### config.mk
export PLATFORM = sky130hd
export DESIGN_NAME = light_cmd_encoder
export DESIGN_NICKNAME = d
export VERILOG_FILES = /design/src/rtl/light_ctrl_pkg.sv /design/src/rtl/btn_debounce.sv /design/src/rtl/light_cmd_encoder.sv
export SDC_FILE = /design/constraint.sdc
export NUM_CORES = 1
export LEC_CHECK = 0
export ABC_AREA = 1
export CORE_ASPECT_RATIO = 1.75
export CORE_MARGIN = 2
export CORE_UTILIZATION = 30
export DETAILED_ROUTE_END_ITERATION = 12
export DONT_BUFFER_PORTS = 1
export RECOVER_POWER = 25
export SLEW_MARGIN = 20
export SYNTH_ARGS = -nofsm -noshare
export SYNTH_HDL_FRONTEND = slang
export SYNTH_SLANG_ARGS = --single-unit
export TNS_END_PERCENT = 100
### constraint.sdc
create_clock -name clk -period 2.2 [get_ports clk]
set_clock_uncertainty 0.2 [all_clocks]
set_input_delay 0.44 -clock clk [delete_from_list [all_inputs] [get_ports clk]]
set_output_delay 0.44 -clock clk [all_outputs]
set_load 0.02 [all_outputs]
### src/rtl/light_ctrl_pkg.sv
// rtl/light_ctrl_pkg.sv - shared select encodings, FSM state enums and sizing helper for the light command encoder
package light_ctrl_pkg;

    localparam logic [1:0] SEL_EXT_OFF    = 2'b00;
    localparam logic [1:0] SEL_EXT_RIGHT  = 2'b01;
    localparam logic [1:0] SEL_EXT_LEFT   = 2'b10;
    localparam logic [1:0] SEL_EXT_HAZARD = 2'b11;

    localparam logic [1:0] SEL_INT_ON   = 2'b00;
    localparam logic [1:0] SEL_INT_DOOR = 2'b01;
    localparam logic [1:0] SEL_INT_OFF  = 2'b10;

    typedef enum logic [1:0] {
        EXT_OFF    = 2'd0,
        EXT_LEFT   = 2'd1,
        EXT_RIGHT  = 2'd2,
        EXT_HAZARD = 2'd3
    } ext_state_e;

    typedef enum logic [1:0] {
        INT_DOOR = 2'd0,
        INT_ON   = 2'd1,
        INT_OFF  = 2'd2
    } int_state_e;

    // Counter width holding 0..n-1, never narrower than one bit.
    function automatic int unsigned cnt_width(input int unsigned n);
        return (n <= 1) ? 1 : $clog2(n);
    endfunction

    function automatic logic [1:0] ext_select(input ext_state_e s);
        case (s)
            EXT_LEFT:   return SEL_EXT_LEFT;
            EXT_RIGHT:  return SEL_EXT_RIGHT;
            EXT_HAZARD: return SEL_EXT_HAZARD;
            default:    return SEL_EXT_OFF;
        endcase
    endfunction

    function automatic logic [1:0] int_select(input int_state_e s);
        case (s)
            INT_ON:  return SEL_INT_ON;
            INT_OFF: return SEL_INT_OFF;
            default: return SEL_INT_DOOR;
        endcase
    endfunction

endpackage

### src/rtl/btn_debounce.sv
// rtl/btn_debounce.sv - 2-flop synchronizer, counting debouncer and press (rising-edge) detector for one raw button
module btn_debounce
    import light_ctrl_pkg::*;
#(
    parameter int unsigned DEBOUNCE_CYCLES = 4
) (
    input  logic clk,
    input  logic rst_n,
    input  logic btn_raw_i,
    output logic press_o
);

    localparam int unsigned CW = cnt_width(DEBOUNCE_CYCLES);

    logic [1:0]    sync_q;
    logic [CW-1:0] cnt_q, cnt_d;
    logic          level_q, level_d;
    logic          level_prev_q;

    // Any sample equal to the accepted level restarts the stability count.
    always_comb begin
        cnt_d   = '0;
        level_d = level_q;
        if (sync_q[1] != level_q) begin
            if (cnt_q == CW'(DEBOUNCE_CYCLES - 1)) begin
                level_d = sync_q[1];
            end else begin
                cnt_d = cnt_q + CW'(1);
            end
        end
    end

    always_ff @(posedge clk or negedge rst_n) begin
        if (!rst_n) begin
            sync_q       <= '0;
            cnt_q        <= '0;
            level_q      <= 1'b0;
            level_prev_q <= 1'b0;
        end else begin
            sync_q       <= {sync_q[0], btn_raw_i};
            cnt_q        <= cnt_d;
            level_q      <= level_d;
            level_prev_q <= level_q;
        end
    end

    assign press_o = level_q & ~level_prev_q;

endmodule

### src/rtl/light_cmd_encoder.sv
// rtl/light_cmd_encoder.sv - turn/hazard/interior light command encoder; LIGHT_CMD_AUTO_CANCEL_EN enables turn self-cancel
module light_cmd_encoder
    import light_ctrl_pkg::*;
#(
    parameter int unsigned DEBOUNCE_CYCLES     = 4,
    parameter int unsigned FLASH_HALF_PERIOD   = 8,
    parameter int unsigned AUTO_CANCEL_FLASHES = 3
) (
    input  logic       clk,
    input  logic       rst_n,
    input  logic       btn_left,
    input  logic       btn_right,
    input  logic       btn_hazard,
    input  logic       btn_int,
    output logic [0:1] select_ext,
    output logic [0:1] select_int,
    output logic       flash
);

    localparam int unsigned PW = cnt_width(FLASH_HALF_PERIOD);

    if (DEBOUNCE_CYCLES < 1 || DEBOUNCE_CYCLES > 255 || FLASH_HALF_PERIOD < 1 ||
        FLASH_HALF_PERIOD > 65535 || AUTO_CANCEL_FLASHES < 1) begin : g_bad_params
        $error("light_cmd_encoder: parameter out of range");
    end

    logic press_l, press_r, press_h, press_i;

    btn_debounce #(.DEBOUNCE_CYCLES(DEBOUNCE_CYCLES)) u_db_left (
        .clk(clk), .rst_n(rst_n), .btn_raw_i(btn_left), .press_o(press_l));
    btn_debounce #(.DEBOUNCE_CYCLES(DEBOUNCE_CYCLES)) u_db_right (
        .clk(clk), .rst_n(rst_n), .btn_raw_i(btn_right), .press_o(press_r));
    btn_debounce #(.DEBOUNCE_CYCLES(DEBOUNCE_CYCLES)) u_db_hazard (
        .clk(clk), .rst_n(rst_n), .btn_raw_i(btn_hazard), .press_o(press_h));
    btn_debounce #(.DEBOUNCE_CYCLES(DEBOUNCE_CYCLES)) u_db_int (
        .clk(clk), .rst_n(rst_n), .btn_raw_i(btn_int), .press_o(press_i));

    ext_state_e    ext_q, ext_d, ext_press;
    int_state_e    int_q, int_d;
    logic [PW-1:0] phase_q, phase_d;
    logic          flash_q, flash_d;
    logic          phase_wrap;

    // Hazard wins; left and right together cancel each other out.
    always_comb begin
        ext_press = ext_q;
        if (press_h) begin
            ext_press = (ext_q == EXT_HAZARD) ? EXT_OFF : EXT_HAZARD;
        end else if (press_l && !press_r) begin
            case (ext_q)
                EXT_OFF, EXT_RIGHT: ext_press = EXT_LEFT;
                EXT_LEFT:           ext_press = EXT_OFF;
                default:            ext_press = ext_q;
            endcase
        end else if (press_r && !press_l) begin
            case (ext_q)
                EXT_OFF, EXT_LEFT: ext_press = EXT_RIGHT;
                EXT_RIGHT:         ext_press = EXT_OFF;
                default:           ext_press = ext_q;
            endcase
        end
    end

    assign phase_wrap = (phase_q == PW'(FLASH_HALF_PERIOD - 1));

`ifdef LIGHT_CMD_AUTO_CANCEL_EN
    localparam int unsigned CW = cnt_width(AUTO_CANCEL_FLASHES);

    logic [CW-1:0] periods_q, periods_d;
    logic          period_done, cancel;

    // A full period ends where the low phase wraps back to high.
    assign period_done = (ext_q != EXT_OFF) && phase_wrap && !flash_q;
    assign cancel      = (ext_q == EXT_LEFT || ext_q == EXT_RIGHT) && period_done &&
                         (periods_q == CW'(AUTO_CANCEL_FLASHES - 1)) && (ext_press == ext_q);

    always_comb begin
        ext_d     = cancel ? EXT_OFF : ext_press;
        periods_d = periods_q;
        if (ext_d != ext_q) begin
            periods_d = '0;
        end else if (period_done) begin
            periods_d = periods_q + CW'(1);
        end
    end

    always_ff @(posedge clk or negedge rst_n) begin
        if (!rst_n) begin
            periods_q <= '0;
        end else begin
            periods_q <= periods_d;
        end
    end
`else
    assign ext_d = ext_press;
`endif

    // Phase restarts only when leaving OFF, so indicator-to-hazard swaps keep rhythm.
    always_comb begin
        phase_d = phase_q;
        flash_d = flash_q;
        if (ext_d == EXT_OFF) begin
            phase_d = '0;
            flash_d = 1'b0;
        end else if (ext_q == EXT_OFF) begin
            phase_d = '0;
            flash_d = 1'b1;
        end else if (phase_wrap) begin
            phase_d = '0;
            flash_d = ~flash_q;
        end else begin
            phase_d = phase_q + PW'(1);
        end
    end

    always_comb begin
        int_d = int_q;
        if (press_i) begin
            case (int_q)
                INT_DOOR: int_d = INT_ON;
                INT_ON:   int_d = INT_OFF;
                default:  int_d = INT_DOOR;
            endcase
        end
    end

    always_ff @(posedge clk or negedge rst_n) begin
        if (!rst_n) begin
            ext_q   <= EXT_OFF;
            int_q   <= INT_DOOR;
            phase_q <= '0;
            flash_q <= 1'b0;
        end else begin
            ext_q   <= ext_d;
            int_q   <= int_d;
            phase_q <= phase_d;
            flash_q <= flash_d;
        end
    end

    assign select_ext = ext_select(ext_q);
    assign select_int = int_select(int_q);
    assign flash      = flash_q;

endmodule

==> impl_results.md <==
* Register area share after synthesis at 62.5%
* Nets at 146
* I/O pin count at 11
* Root buffer cell: clkbuf_8
* R2R cell count at 7
* Initial Utilization at 31.2%
* DRT iter0 DRCs at 12
* Critical Path Fanout Max at 3
* Hold Path Origin: u_db_right.sync_q[0]
* Worst skew pair latency at 280 ps
* Worst Path Required at 1560 ps
* VDD IR max at 0.460 mV
* Met2 Wirelength at 1.08 mm
* GRT Util Overall at 9.91%
* GPL Wtd Cong at 0.738
* Final TNS setup at 0 ps
* Pin count of the biggest net entering global routing at 33
* Placed Area at 1340 sq um
* Clock transition at path regs at 60 ps
* Antenna viol nets, final at 0
* Post-CTS Setup Inserts at 0
* Post-CTS Resized at 0
* # setup viols final at 0
* Syn Area/Cell at 10.7 sq um
* Worst Hold Class: reg2reg
* Die Width at 53.4 microns
* Net Count, Synth at 135
* Worst flop-to-flop path startpoint: ext_q[1]
* Synth area leader: dfrtp_1
* First-pass GRT wire length at 3.35 mm
* Htree depth at 2
* Worst Path Arrival at 1150 ps
* R2r setup slk at 670 ps
* Number of buffers created by CTS at 5
* Worst Hold Depth at 0
* Hold EP: u_db_right.sync_q[1]
* DRC Markers at 0
* Full die area at 4830 sq um
* Startpoint Class: flip-flop
* Final Max Tran Viols at 0
* Via density at 4.42
* First-pass DRT Iterations at 4
* Max-cap viol count at 0
* Worst hold slack at 149 ps
* Layout area overhead at 14.6%
* Area of the mapped netlist at 1280 sq um
* R2R Path End: phase_q[1]
* DP HPWL at 1.42 mm
* Num Clock Sinks at 32
* Slew HR at 48.8%
* RSZ-0062 raised after global routing: no
* Final WL at 1.94 mm
* Register area at 801 sq um
* N_diodes at 0
* Slew @ Worst Pin at 768 ps
* Highest metal used: met4
* I/O Buffers at 0
* Fmax at 559 MHz
* Share of cells above drive strength 1 at 10.7%
* Fillers at 445
* Crit path time final at 1790 ps
* Grt ovf at 0
* Fin crit share at 81.4%
* Vias in the first global route at 821
* DRT met1 WL at 708 microns
* Multi-input combinational cell area at 394 sq um
* Post-synthesis cell type count at 15
* Tot Pwr at 0.00204 W
* Initial antenna violation count at 0
* CTS Hold Bufs at 6
* Yosys top cell area share at 62.5%
* Power density over cell area at 1390 nW/um^2
* Mapped Cells at 120
* Static Leak at 0.750 nW
* FP Rows at 31
* Count of state elements after synthesis at 32
* CTS tree: yes
* Setup CP Type: reg2out
* CP Capture Type: output port
* Core area at 4110 sq um
* Design area at 1470 sq um
* Die Span Y at 90.5 microns
* Synth area leaders: dfrtp_1, ha_1, inv_1
* WL per Instance at 10.8 microns
* Status: complete, no violations
* Synth warn at 0
* Clk buf depth at 2
* Met3 wire length at 81 microns
* DR vias at 796
* Final Hold Viols at 0
synthesized netlist by cell type:
library cell   n
clkbuf_1       2
o21ai_4        1
nor2_1        11
inv_2          1
ha_1           9
a21oi_1        4
nand2_1       20
xnor2_1        5
nor3_1         5
dfrtp_1       32
inv_1         20
o21ai_0        5
nor2_2         3
or2_2          1
nand3_2        1
per-stage QoR:
step / cells / utilization (%) / worst slack [ps]
floorplan: 120 / - / 750
global placement: 167 / 32.5 / 731
detailed placement: 167 / 32.5 / 684
CTS: 180 / 36.1 / 379
global route: 180 / 35.7 / 347
finish: 180 / 35.7 / 410
logic make-up (layout without fill, tap and decap cells):
family          count (synthesis)  after routing  synth area share [%]
flops                          32             32                  62.5
xor+xnor                        5              5                  3.42
simple gates                   41             41                  13.8
buf+inv                        23             34                  6.74
compound gates                 10             10                  4.79
fa+ha+maj                       9              9                  8.79
cell usage in the layout (no fill, tap or decap):
master,n
o21ai_0,5
dlygate4sd3_1,5
nor2_1,11
a21oi_1,4
inv_1,20
nand3_2,1
dfrtp_1,32
clkbuf_8,5
nor2_2,3
xnor2_1,5
clkbuf_1,1
ha_1,9
inv_2,1
o21ai_4,1
clkbuf_2,1
clkinv_2,1
or2_2,1
nor3_1,5
nand2_1,20
worst max path at each step:
stage,from,end
2_1_floorplan,int_q[0],select_int[1]
3_3_place_gp,int_q[0],select_int[1]
3_5_place_dp,int_q[0],select_int[1]
4_1_cts,int_q[0],select_int[1]
5_1_grt,int_q[0],select_int[1]
6_report,int_q[0],select_int[1]
final cells by class:
| class | count | share of cell area, % |
|---|---|---|
| Sequential cell | 32 | 54.6 |
| Multi-Input combinational cell | 65 | 26.9 |
| Tap cell | 49 | 4.18 |
| Inverter | 21 | 5.37 |
| Clock inverter | 1 | 0.341 |
| Clock buffer | 6 | 4.94 |
| Timing Repair Buffer | 6 | 3.75 |
power breakdown:
part / internal, W / switching (W) / total (W) / leakage, nW
clock: 0.000214 / 0.000191 / 0.000405 / 0.0410
sequential: 0.000797 / 0.000174 / 0.000971 / 0.394
combinational: 0.000252 / 0.000414 / 0.000666 / 0.314
registers in the layout, summed over array words and instances (netlist names), 2 cells and up:
register and cells:
phase_q 3, u_db_left.cnt_q 2, u_db_right.cnt_q 2, u_db_hazard.cnt_q 2
u_db_right.sync_q 2, ext_q 2, u_db_hazard.sync_q 2, int_q 2
u_db_left.sync_q 2, u_db_int.sync_q 2, u_db_int.cnt_q 2
metal layers:
metal	up-vias	GRT usage [%]
met5	-	0
met4	0	7.05
met3	6	4.47
met2	13	15.4
met1	392	9.95
li1	385	-
worst max-delay path, stage by stage (launching register included):
cell     delay, ps
dfrtp_1        360
inv_1           80
ha_1           290
inv_1          150
No activity file was read; power rests on OpenSTA's default activity.
==> patch (config.mk and constraints unchanged) <==
Build with the macro `LIGHT_CMD_AUTO_CANCEL_EN` defined.
--- a/src/rtl/light_cmd_encoder.sv
+++ b/src/rtl/light_cmd_encoder.sv
@@ -1,3 +1,5 @@
 // rtl/light_cmd_encoder.sv - turn/hazard/interior light command encoder; LIGHT_CMD_AUTO_CANCEL_EN enables turn self-cancel
+`define LIGHT_CMD_AUTO_CANCEL_EN
+
 module light_cmd_encoder
     import light_ctrl_pkg::*;
Check against the original RTL: same outputs for any inputs over 10 cycles, from zero or initial values and one cycle with rst_n low; that may be too few to reach the edited logic, so the function may still have changed.
==> patch against the unedited design <==
Sequential share of layout area decreased by 6.9 points; sequential power increased by 4%; cell area increased by 22%; routed wire length increased by 28%; sequential cell count increased by 2; critical path depth increased by 2; combinational power increased by 52%; synthesized area increased by 21%; via count increased by 27%; clock power increased by 17%; worst setup slack got worse by 0.31 ns; total power increased by 22%; first-iteration DRC count increased by 8.3%.
==> patch: results (changes against the unedited design) <==
| Metric | Value |
|---|---|
| Outcome | `finished, final reports clean (unchanged)` |
| DP HPWL | `1.82 mm (was 1.42 mm)` |
| WL final | `2.48 mm (was 1.94 mm)` |
| Dpl cells | `213 (was 167)` |
| Crit path max fanout | `5 (was 3)` |
| Post-synthesis xor/xnor area fraction | `0.0282 (was 0.0342)` |
| Vias/cell | `4.47 (was 4.42)` |
| Synth cell types | `20 (was 15)` |
| Synth top area cells | `dfrtp_1, ha_1, nand2_1, inv_1, nor2_1 (was dfrtp_1, ha_1, inv_1, nand2_1, xnor2_1)` |
| Antenna fix cells | `0 (unchanged)` |
| Total GRT Usage | `0.101 (was 0.0991)` |
| Clock Tree Buf Depth | `2 (unchanged)` |
| LEAKAGE | `0.899 nW (was 0.750 nW)` |
| Max VDD drop | `0.719 mV (was 0.460 mV)` |
| Final-stage net count | `194 (was 146)` |
| Synth Instances | `157 (was 120)` |
| IO buf count | `0 (unchanged)` |
| Commonest cells in the netlist | `dfrtp_1, nand2_1, inv_1 (was dfrtp_1, inv_1, nand2_1)` |
| Wirelength per Cell | `10.9 um (was 10.8 um)` |
| CTS root buf | `clkbuf_8 (unchanged)` |
| Reg with most FFs | `phase_q (unchanged)` |
| Synthesized-area fraction occupied by adder cells | `0.129 (was 0.0879)` |
| Largest register FFs | `3 (unchanged)` |
| GPL Wtd Cong | `0.757 (was 0.738)` |
| CP max stage delay | `0.44 ns (was 0.36 ns)` |
| Post-synth top area share | `0.548 (was 0.625)` |
| Multiplexer share of the synthesized area | `0.00725 (was 0)` |
| Min-delay worst type | `reg2reg (unchanged)` |
| Mapped Nets | `179 (was 135)` |
| Sequential fraction of the synthesis area | `0.548 (was 0.625)` |
| Fraction of layout cells with a size suffix above 1 | `0.139 (was 0.107)` |
| DP Worst Slack | `0.205 ns (was 0.684 ns)` |
| Pin count of the biggest net entering global routing | `35 (was 33)` |
| First-pass GRT wire length | `4.40 mm (was 3.35 mm)` |
| Antenna violations before repair | `0 (unchanged)` |
| 1st-pass router iterations | `4 (unchanged)` |
| Compound-cell area share of the yosys netlist | `0.0395 (was 0.0479)` |
| Slowest CP cell | `dfrtp_1 (unchanged)` |
| Least-Margin Pin Slew | `0.824 ns (was 0.768 ns)` |
| DR iter-0 viols | `13 (was 12)` |
| Vias in the first global route | `1067 (was 821)` |
| Placed Area | `1640 um^2 (was 1340 um^2)` |
| Worst path arrival time | `1.46 ns (was 1.15 ns)` |
| Setup Buffers After CTS | `0 (unchanged)` |
patch: metal layers:
metal / track usage / vias up / wire length [um]
met5: 0 / - / 0
met4: 0.0590 / 0 / 70
met3: 0.0273 / 5 / 57
met2: 0.187 / 12 / 1390
met1: 0.0932 / 478 / 960
li1: - / 519 / -
patch: final timing paths:
kind,startpoint,endpoint,slack (ns),depth (start not counted)
min in group asynchronous,rst_n,int_q[1]$_DFFE_PN0P_,0.58,2
worst max-delay path,ext_q[1]$_DFF_PN0_,select_ext[0],0.1,5
max in group asynchronous,rst_n,ext_q[0]$_DFF_PN0_,0.64,2
worst min-delay path,u_db_right.sync_q[0]$_DFF_PN0_,u_db_right.sync_q[1]$_DFF_PN0_,0.15,0
worst max register to register,ext_q[0]$_DFF_PN0_,periods_q[1]$_DFFE_PN0P_,0.21,15
worst min register to register,u_db_right.sync_q[0]$_DFF_PN0_,u_db_right.sync_q[1]$_DFF_PN0_,0.15,0
patch: cells by family (layout without fill, tap and decap cells):
group	Yosys count	count (layout)
adder cells (fa/ha/maj)	16	16
multiplexers	1	1
AO/OA/AOI/OAI	11	11
buffers and inverters	24	40
flip-flops	34	34
XOR/XNOR	5	5
AND/OR/NAND/NOR	66	66
patch: final cells by class:
class,count,area (um^2)
clock buffer,6,82.6
clock inverter,2,12.5
fill,480,3190
inverter,24,90.1
multi-input combinational,99,613
sequential,34,852
tap,54,67.6
timing repair buffer,8,70.1
patch: where the power goes:
| group | switching, mW | internal, mW | total [mW] |
|---|---|---|---|
| clock | 0.222 | 0.251 | 0.473 |
| combinational | 0.632 | 0.381 | 1.01 |
| sequential | 0.164 | 0.841 | 1.01 |
patch: worst max-delay path: cells and delay by family (launching register included):
family                     cells  cell delay, ns
and+or+nand+nor                2            0.36
DFF                            1            0.44
adders and majority gates      1            0.13
buffers and inverters          2            0.24
patch: repair_timing:
item | CTS | global route
resized for setup | 0 | 1
setup endpoints to repair | 0 | 5
hold endpoints to repair | 38 | 0
hold buffers | 6 | 0
